$ cat config.mk
export PLATFORM = sky130hd
export DESIGN_NAME = lieat_axi_arbiter
export DESIGN_NICKNAME = d
export VERILOG_FILES = /design/src/rtl/lieat_axi_arbiter.sv
export SDC_FILE = /design/constraint.sdc
export NUM_CORES = 1
export LEC_CHECK = 0
export ABC_AREA = 0
export ABC_CLOCK_PERIOD_IN_PS = 2500
export BUFFER_PORTS_ARGS = -buffer_cell sky130_fd_sc_hd__buf_4
export CAP_MARGIN = 40
export CORE_AREA = 2 2 144 146
export CTS_CLUSTER_DIAMETER = 150
export DETAILED_ROUTE_END_ITERATION = 10
export DIE_AREA = 0 0 146 148
export MAX_ROUTING_LAYER = met4
export PLACE_DENSITY = 0.5
export RECOVER_POWER = 25
export SETUP_SLACK_MARGIN = 0.4
export SYNTH_ARGS = -nofsm -noshare
export SYNTH_HDL_FRONTEND = slang
export SYNTH_SLANG_ARGS = --single-unit
$ cat constraint.sdc
create_clock -name clk -period 2.5 [get_ports clk]
set_clock_uncertainty 0.15 [all_clocks]
set_input_delay 0.125 -clock clk [delete_from_list [all_inputs] [get_ports clk]]
set_output_delay 0.125 -clock clk [all_outputs]
set_load 0.1 [all_outputs]
$ cat src/rtl/lieat_axi_arbiter.sv
// Shares one AXI-lite master between icache reads and dcache reads/writes, one single-beat transaction at a time.
// Accept is combinational in IDLE; master valid follows a cycle later; responses pass straight through to the owner.
module lieat_axi_arbiter #(
    parameter int XLEN = 32
) (
    input  logic            clk,
    input  logic            rstn,
    input  logic            icache_axi_arvalid,
    output logic            icache_axi_arready,
    input  logic [XLEN-1:0] icache_axi_araddr,
    input  logic [2:0]      icache_axi_arsize,
    output logic            icache_axi_rvalid,
    input  logic            icache_axi_rready,
    output logic [XLEN-1:0] icache_axi_rdata,
    input  logic            dcache_axi_arvalid,
    output logic            dcache_axi_arready,
    input  logic [XLEN-1:0] dcache_axi_araddr,
    input  logic [2:0]      dcache_axi_arsize,
    output logic            dcache_axi_rvalid,
    input  logic            dcache_axi_rready,
    output logic [XLEN-1:0] dcache_axi_rdata,
    input  logic            dcache_axi_awvalid,
    output logic            dcache_axi_awready,
    input  logic [XLEN-1:0] dcache_axi_awaddr,
    input  logic [2:0]      dcache_axi_awsize,
    input  logic            dcache_axi_wvalid,
    output logic            dcache_axi_wready,
    input  logic [XLEN-1:0] dcache_axi_wdata,
    output logic            dcache_axi_bvalid,
    input  logic            dcache_axi_bready,
    output logic [1:0]      dcache_axi_bresp,
    output logic            m_axi_arvalid,
    input  logic            m_axi_arready,
    output logic [XLEN-1:0] m_axi_araddr,
    output logic [2:0]      m_axi_arsize,
    input  logic            m_axi_rvalid,
    output logic            m_axi_rready,
    input  logic [XLEN-1:0] m_axi_rdata,
    output logic            m_axi_awvalid,
    input  logic            m_axi_awready,
    output logic [XLEN-1:0] m_axi_awaddr,
    output logic [2:0]      m_axi_awsize,
    output logic            m_axi_wvalid,
    input  logic            m_axi_wready,
    output logic [XLEN-1:0] m_axi_wdata,
    input  logic            m_axi_bvalid,
    output logic            m_axi_bready,
    input  logic [1:0]      m_axi_bresp,
    output logic            arb_busy,
    output logic [1:0]      arb_owner
);

    typedef enum logic [2:0] {IDLE, RD_ADDR, RD_DATA, WR_ADDR, WR_RESP} state_t;

    typedef struct packed {
        logic [XLEN-1:0] addr;
        logic [2:0]      size;
        logic [XLEN-1:0] data;
    } req_t;

    localparam logic [1:0] OWN_NONE = 2'b00;
    localparam logic [1:0] OWN_IC   = 2'b01;
    localparam logic [1:0] OWN_DC   = 2'b10;
    localparam logic [1:0] OWN_WR   = 2'b11;

    state_t     r_state;
    req_t       r_req;
    logic [1:0] r_owner;
    logic       r_rr_last;    // 1: dcache read was granted last
    logic       r_aw_done;
    logic       r_w_done;

    logic w_idle;
    logic w_wr_elig;
    logic w_gnt_wr;
    logic w_gnt_dc;
    logic w_gnt_ic;
    logic w_rd_data;
    logic w_wr_resp;
    logic w_ic_own;
    logic w_aw_fire;
    logic w_w_fire;
    logic w_aw_done_n;
    logic w_w_done_n;

    assign w_idle    = (r_state == IDLE);
    assign w_wr_elig = dcache_axi_awvalid & dcache_axi_wvalid;
    assign w_gnt_wr  = w_idle & w_wr_elig;
    assign w_gnt_dc  = w_idle & ~w_wr_elig & dcache_axi_arvalid & (~icache_axi_arvalid | ~r_rr_last);
    assign w_gnt_ic  = w_idle & ~w_wr_elig & icache_axi_arvalid & ~w_gnt_dc;

    assign icache_axi_arready = w_gnt_ic;
    assign dcache_axi_arready = w_gnt_dc;
    assign dcache_axi_awready = w_gnt_wr;
    assign dcache_axi_wready  = w_gnt_wr;

    assign w_rd_data = (r_state == RD_DATA);
    assign w_wr_resp = (r_state == WR_RESP);
    assign w_ic_own  = (r_owner == OWN_IC);

    assign m_axi_arvalid = (r_state == RD_ADDR);
    assign m_axi_araddr  = r_req.addr;
    assign m_axi_arsize  = r_req.size;
    assign m_axi_rready  = w_rd_data & (w_ic_own ? icache_axi_rready : dcache_axi_rready);

    assign icache_axi_rvalid = w_rd_data & w_ic_own & m_axi_rvalid;
    assign dcache_axi_rvalid = w_rd_data & (r_owner == OWN_DC) & m_axi_rvalid;
    assign icache_axi_rdata  = m_axi_rdata;
    assign dcache_axi_rdata  = m_axi_rdata;

    // Address and data channels retire independently; the done flags remember which one already went.
    assign m_axi_awvalid = (r_state == WR_ADDR) & ~r_aw_done;
    assign m_axi_wvalid  = (r_state == WR_ADDR) & ~r_w_done;
    assign m_axi_awaddr  = r_req.addr;
    assign m_axi_awsize  = r_req.size;
    assign m_axi_wdata   = r_req.data;
    assign w_aw_fire     = m_axi_awvalid & m_axi_awready;
    assign w_w_fire      = m_axi_wvalid & m_axi_wready;
    assign w_aw_done_n   = r_aw_done | w_aw_fire;
    assign w_w_done_n    = r_w_done | w_w_fire;

    assign dcache_axi_bvalid = w_wr_resp & m_axi_bvalid;
    assign dcache_axi_bresp  = m_axi_bresp;
    assign m_axi_bready      = w_wr_resp & dcache_axi_bready;

    assign arb_busy  = ~w_idle;
    assign arb_owner = r_owner;

    always_ff @(posedge clk or negedge rstn) begin
        if (!rstn) begin
            r_state   <= IDLE;
            r_req     <= '0;
            r_owner   <= OWN_NONE;
            r_rr_last <= 1'b0;
            r_aw_done <= 1'b0;
            r_w_done  <= 1'b0;
        end else begin
            case (r_state)
                IDLE: begin
                    if (w_gnt_wr) begin
                        r_req     <= '{addr: dcache_axi_awaddr, size: dcache_axi_awsize, data: dcache_axi_wdata};
                        r_owner   <= OWN_WR;
                        r_aw_done <= 1'b0;
                        r_w_done  <= 1'b0;
                        r_state   <= WR_ADDR;
                    end else if (w_gnt_dc) begin
                        r_req.addr <= dcache_axi_araddr;
                        r_req.size <= dcache_axi_arsize;
                        r_owner    <= OWN_DC;
                        r_rr_last  <= 1'b1;
                        r_state    <= RD_ADDR;
                    end else if (w_gnt_ic) begin
                        r_req.addr <= icache_axi_araddr;
                        r_req.size <= icache_axi_arsize;
                        r_owner    <= OWN_IC;
                        r_rr_last  <= 1'b0;
                        r_state    <= RD_ADDR;
                    end
                end
                RD_ADDR: begin
                    if (m_axi_arready) begin
                        r_state <= RD_DATA;
                    end
                end
                RD_DATA: begin
                    if (m_axi_rvalid && m_axi_rready) begin
                        r_owner <= OWN_NONE;
                        r_state <= IDLE;
                    end
                end
                WR_ADDR: begin
                    if (w_aw_done_n && w_w_done_n) begin
                        r_aw_done <= 1'b0;
                        r_w_done  <= 1'b0;
                        r_state   <= WR_RESP;
                    end else begin
                        r_aw_done <= w_aw_done_n;
                        r_w_done  <= w_w_done_n;
                    end
                end
                WR_RESP: begin
                    if (m_axi_bvalid && m_axi_bready) begin
                        r_owner <= OWN_NONE;
                        r_state <= IDLE;
                    end
                end
                default: begin
                    r_owner <= OWN_NONE;
                    r_state <= IDLE;
                end
            endcase
        end
    end

endmodule

### After elaboration in Yosys (flattened, before gate mapping)

Index checks and enable logic that the tools add are counted.

* register bits: 75
* input bits: 185

* muxes and demuxes: 25
* reduce and logical (&&, ||, !) cells: 14
* equality and inequality tests: 12
* bitwise operators: 30

Operators by type and width (number)
* 35-bit two-way mux: 3
* 3-bit two-way mux: 7
* 1-bit AND: 18
* 3-bit case mux with 5 select lines: 1
* 2-bit two-way mux: 5
* 1-bit inverter: 9
* 2-bit by 1-bit != test with 1-bit output (second input constant): 4
* 2-bit case mux with 4 select lines: 1
* 3-bit by 2-bit equality test with 1-bit output (second input constant): 2
* 1-bit two-way mux: 6
* 2-bit AND reduction: 3
* 5-bit AND reduction: 1
* 4-bit by 3-bit != test with 1-bit output (second input constant): 1
* 1-bit case mux with 2 select lines: 2
* 4-bit AND reduction: 1
* 2-bit nonzero test: 2
* 3-bit by 1-bit equality test with 1-bit output (second input constant): 1
* 3-bit equality test (second input constant): 1
* 1-bit logical AND: 3
* 3-bit logical NOT: 1
* 1-bit OR: 3
* 3-bit AND reduction: 1
* 3-bit nonzero test: 1
* 2-bit by 1-bit equality test with 1-bit output (second input constant): 1
* 3 further kinds: 3

### Depth between registers and ports, before layout

* depth in word-level cells: 11
* depth in mapped cells: 7
* gate-level depth less buffers: 5

### Worst setup path after synthesis

OpenSTA, ideal clock, no wires.

* path type: register to output
* start point: reg r_state[0]
* end point: out dcache_axi_arready
* arrival time: 3213 ps
* buffers on the path: 1
* cell stages (with the launch flop): 5
* path slack: -988 ps
* path through: dfrtp_1 > buf_6 > nor3_4 > inv_2 > nor3_1

* cells in the longest elaborated chain, start to end: 4

Ends and longest elaborated chain
* from (decl): RTL line 66 `state_t r_state;`
* from (signal assigned): RTL line 131 `r_state <= IDLE;`
* from (signal assigned): RTL line 145 `r_state <= WR_ADDR;`
* from (signal assigned): RTL line 151 `r_state <= RD_ADDR;`
* 3-bit logical NOT: RTL line 86 `assign w_idle = (r_state == IDLE);`
* 1-bit AND (3 in a row): RTL line 89 `assign w_gnt_dc = w_idle & ~w_wr_elig & dcache_axi_arvalid & (~icache_axi_arvalid | ~r_rr_last);`
* to (decl): RTL line 16 `output logic dcache_axi_arready,`

No other way between the ends.

### Worst setup path after layout

* start point: reg r_owner[0] (netlist: arb_owner[0])
* end point: out m_axi_rready

* cells in the longest elaborated chain, start to end: 3

Ends and longest elaborated chain
* from (decl): RTL line 68 `logic [1:0] r_owner;`
* from (signal assigned): RTL line 133 `r_owner <= OWN_NONE;`
* from (signal assigned): RTL line 142 `r_owner <= OWN_WR;`
* from (signal assigned): RTL line 149 `r_owner <= OWN_DC;`
* 2-bit by 1-bit equality test with 1-bit output: RTL line 99 `assign w_ic_own = (r_owner == OWN_IC);`
* 1-bit two-way mux: RTL line 104 `assign m_axi_rready = w_rd_data & (w_ic_own ? icache_axi_rready : dcache_axi_rready);`
* 1-bit AND: RTL line 104
* to (decl): RTL line 37 `output logic m_axi_rready,`

No other way between the ends.

==> reports/summary.txt <==
Max-cap violations = 0
Least-Margin Pin Slew = 1.05 ns
Layout cell share with drive strength beyond 1 = 0.479
First-pass GRT wire length = 23300 um
Hold/Removal Path Class = in -> reg
R2r endpoint = m_axi_araddr[2]$_DFFE_PN0P_
Die width = 146 um
XOR/XNOR share of the synthesized area = 0
Synth Area in Adders = 0
Site row count = 52
Core Region = 20000 sq um
Final instance area = 7710 sq um
Worst slack, placed = 0.485 ns
Initial Utilization = 0.214
Dpl hpwl = 10600 um
Flop-to-flop setup slack = 0.48 ns
# DRC = 0
Minimum clock period = 2.02 ns
Headroom to the max-slew limit = 0.302
Syn. warnings = 0
WL final = 16100 um
CTS tree = done
Clock slew at reported path FFs = 0.06 ns
Cts bufs inserted = 9
Final period util = 0.810
Compound-Gate Fraction of Synth Area = 0.167
Post-Synth Simple-Gate Area = 0.0821
Worst EP arrival = 1.75 ns
Setup ws final = 0.476 ns
Most frequent cells in the layout = buf_4 (273), dlygate4sd3_1 (145), dfrtp_1 (70)
Syn Nets = 588
Die footprint = 21600 sq um
Hold slack = 0.0380 ns
Delay-heaviest family, CP = flip-flops
Largest family of logic cells by synthesized area = buffers and inverters
Number of synthesized flops with an enable pin = 0
Critical-path maximum fanout = 6
Post-place instance area = 5810 sq um
Seq cells post-synth = 75
Yosys top cell area share = 0.438
Post-synthesis sequential area ratio = 0.438
Hold-critical path endpoint = arb_owner[0]$_DFFE_PN0P_
Final GP Congestion = 0.799
Port Buffers = 267
Layout area overhead = 80.0%
Grt total ovfl = 0
Nets@finish = 903
Mean Syn Cell Area = 10.6 sq um
Crit path required time = 2.23 ns
Fmax = 494 MHz
Commonest non-fill, non-tap cell in the layout = buf_4
# H-tree levels = 3
Inserted Diodes = 0
Status = finished clean
First DRT Iteration DRCs = 323
Reg2reg start = r_state[1]$_DFFE_PN0P_
Slew Limit Fails = 0
Max incr delay on CP = 0.41 ns
Slowest CP cell = dfrtp_2
Num ports = 368
RSZ-0062 raised after global routing = no
R2r worst-path depth = 7
Ys flop type = dfrtp_1
Worst hold stages = 3
DR pass1 iterations = 7
Antenna viol nets, final = 0
Cell taking the most area after synthesis = dfrtp_1
Fillers = 1970
Antenna violations before repair = 0
Critical path type = reg -> out
Buf/Inv on CP = 1
Final hold vios = 0
Hold path start = m_axi_rvalid
Element type at the critical path start = flop
Final setup violating endpoints = 0
Critical Path End Type = output pin
Largest net degree at the start of global routing = 70
Wire length per cell = 16.2 um
Chip Height = 148 um
Syn Inst Count = 403
Via count = 4338
Max clock buf depth = 2
Via/cell ratio = 4.37
Clk Tree Root Cell = clkbuf_16
Post-synthesis mux area share = 0.0894
Vias in the first global route = 4560
Synthesized area = 4280 sq um
Worst-path cell chain = nor2b_2 > mux2_2 > and2_2 > buf_4
Ranking of synthesized cells by area = dfrtp_1 (44%), buf_4 (19%), a222oi_1 (7.9%)
Netlist cell types = 49
GRT Total Usage = 0.140
Clock latency on the worst-skew pair = 0.33 ns
Async S/R FF share, synth = 1.00
TritonCTS Sinks = 75
-- worst max path at each step --
stage / end / cells after the start / from
floorplan: dcache_axi_arready / 4 / r_state[0]$_DFFE_PN0P_
detailed placement: m_axi_araddr[23]$_DFFE_PN0P_ / 5 / r_state[1]$_DFFE_PN0P_
global route: icache_axi_arready / 5 / r_state[1]$_DFFE_PN0P_
CTS: icache_axi_arready / 5 / r_state[0]$_DFFE_PN0P_
global placement: m_axi_araddr[23]$_DFFE_PN0P_ / 4 / r_state[1]$_DFFE_PN0P_
finish: m_axi_rready / 4 / arb_owner[0]$_DFFE_PN0P_
-- area by class of cell --
class                      count  area (sq um)  share of cell area
clock buffer                   9           225              0.0292
clock inverter                 6          62.6             0.00812
inverter                       3          13.8             0.00179
multi-input combinational    199          1470               0.191
sequential                    75          1880               0.244
tap                          270           338              0.0438
timing repair buffer         430          3710               0.482
-- worst reg2reg max path, stage by stage (launching register included) --
cell and delay [ns]:
dfrtp_2 0.47, nor3_4 0.26, buf_4 0.17, o21ai_4 0.09
buf_12 0.16, buf_6 0.17, a222oi_1 0.32, a21oi_1 0.12
-- metal layers --
metal,up-vias,share of wire,GRT usage
li1,1988,-,-
met1,2090,0.38,0.145
met2,220,0.54,0.249
met3,40,0.060,0.0327
met4,0,0.025,0.0704
met5,-,0,-
-- cells by family (layout without fill, tap and decap cells) --
group / after synthesis / after routing
AOI/OAI and AO/OA: 94 / 94
buffers and inverters: 129 / 448
DFF: 75 / 75
muxes: 34 / 34
and+or+nand+nor: 71 / 71
-- cells in the mapped netlist, drive strengths merged (2+ instances only) --
cell / n
buf: 124
dfrtp: 75
nor2: 44
a21oi: 36
a222oi: 34
mux2: 34
o21ai: 6
and3: 5
nand2: 5
nor3: 4
inv: 3
a211oi: 2
a21boi: 2
and2: 2
clkbuf: 2
nand2b: 2
nor2b: 2
nor3b: 2
o211ai: 2
-- metrics by stage --
step	cells	util	setup TNS, ns
6_report	992	0.385	0
5_1_grt	992	0.385	0
4_1_cts	985	0.380	0
3_5_place_dp	821	0.290	0
3_3_place_gp	820	0.289	0
2_1_floorplan	403	-	-0.125
-- flip-flops by register name, summed over array words and instances, names as in the netlist --
| signal | flops |
|---|---|
| r_aw_done | 1 |
| r_rr_last | 1 |
| r_w_done | 1 |
| m_axi_arsize | 3 |
| m_axi_wdata | 32 |
| m_axi_araddr | 32 |
| r_state | 3 |
| arb_owner | 2 |
-- what timing repair did --
item,4_1_cts,5_1_grt
pin swaps,1,2
setup endpoints to repair,5,7
gates resized for setup,10,5
hold buffers,146,0
cloned,0,3
endpoints found under the hold margin,109,0
setup buffers,3,5
Power is left out: the tool's default activity adds up to more than one toggle a clock period on the data nets, which glitch-free logic cannot reach.
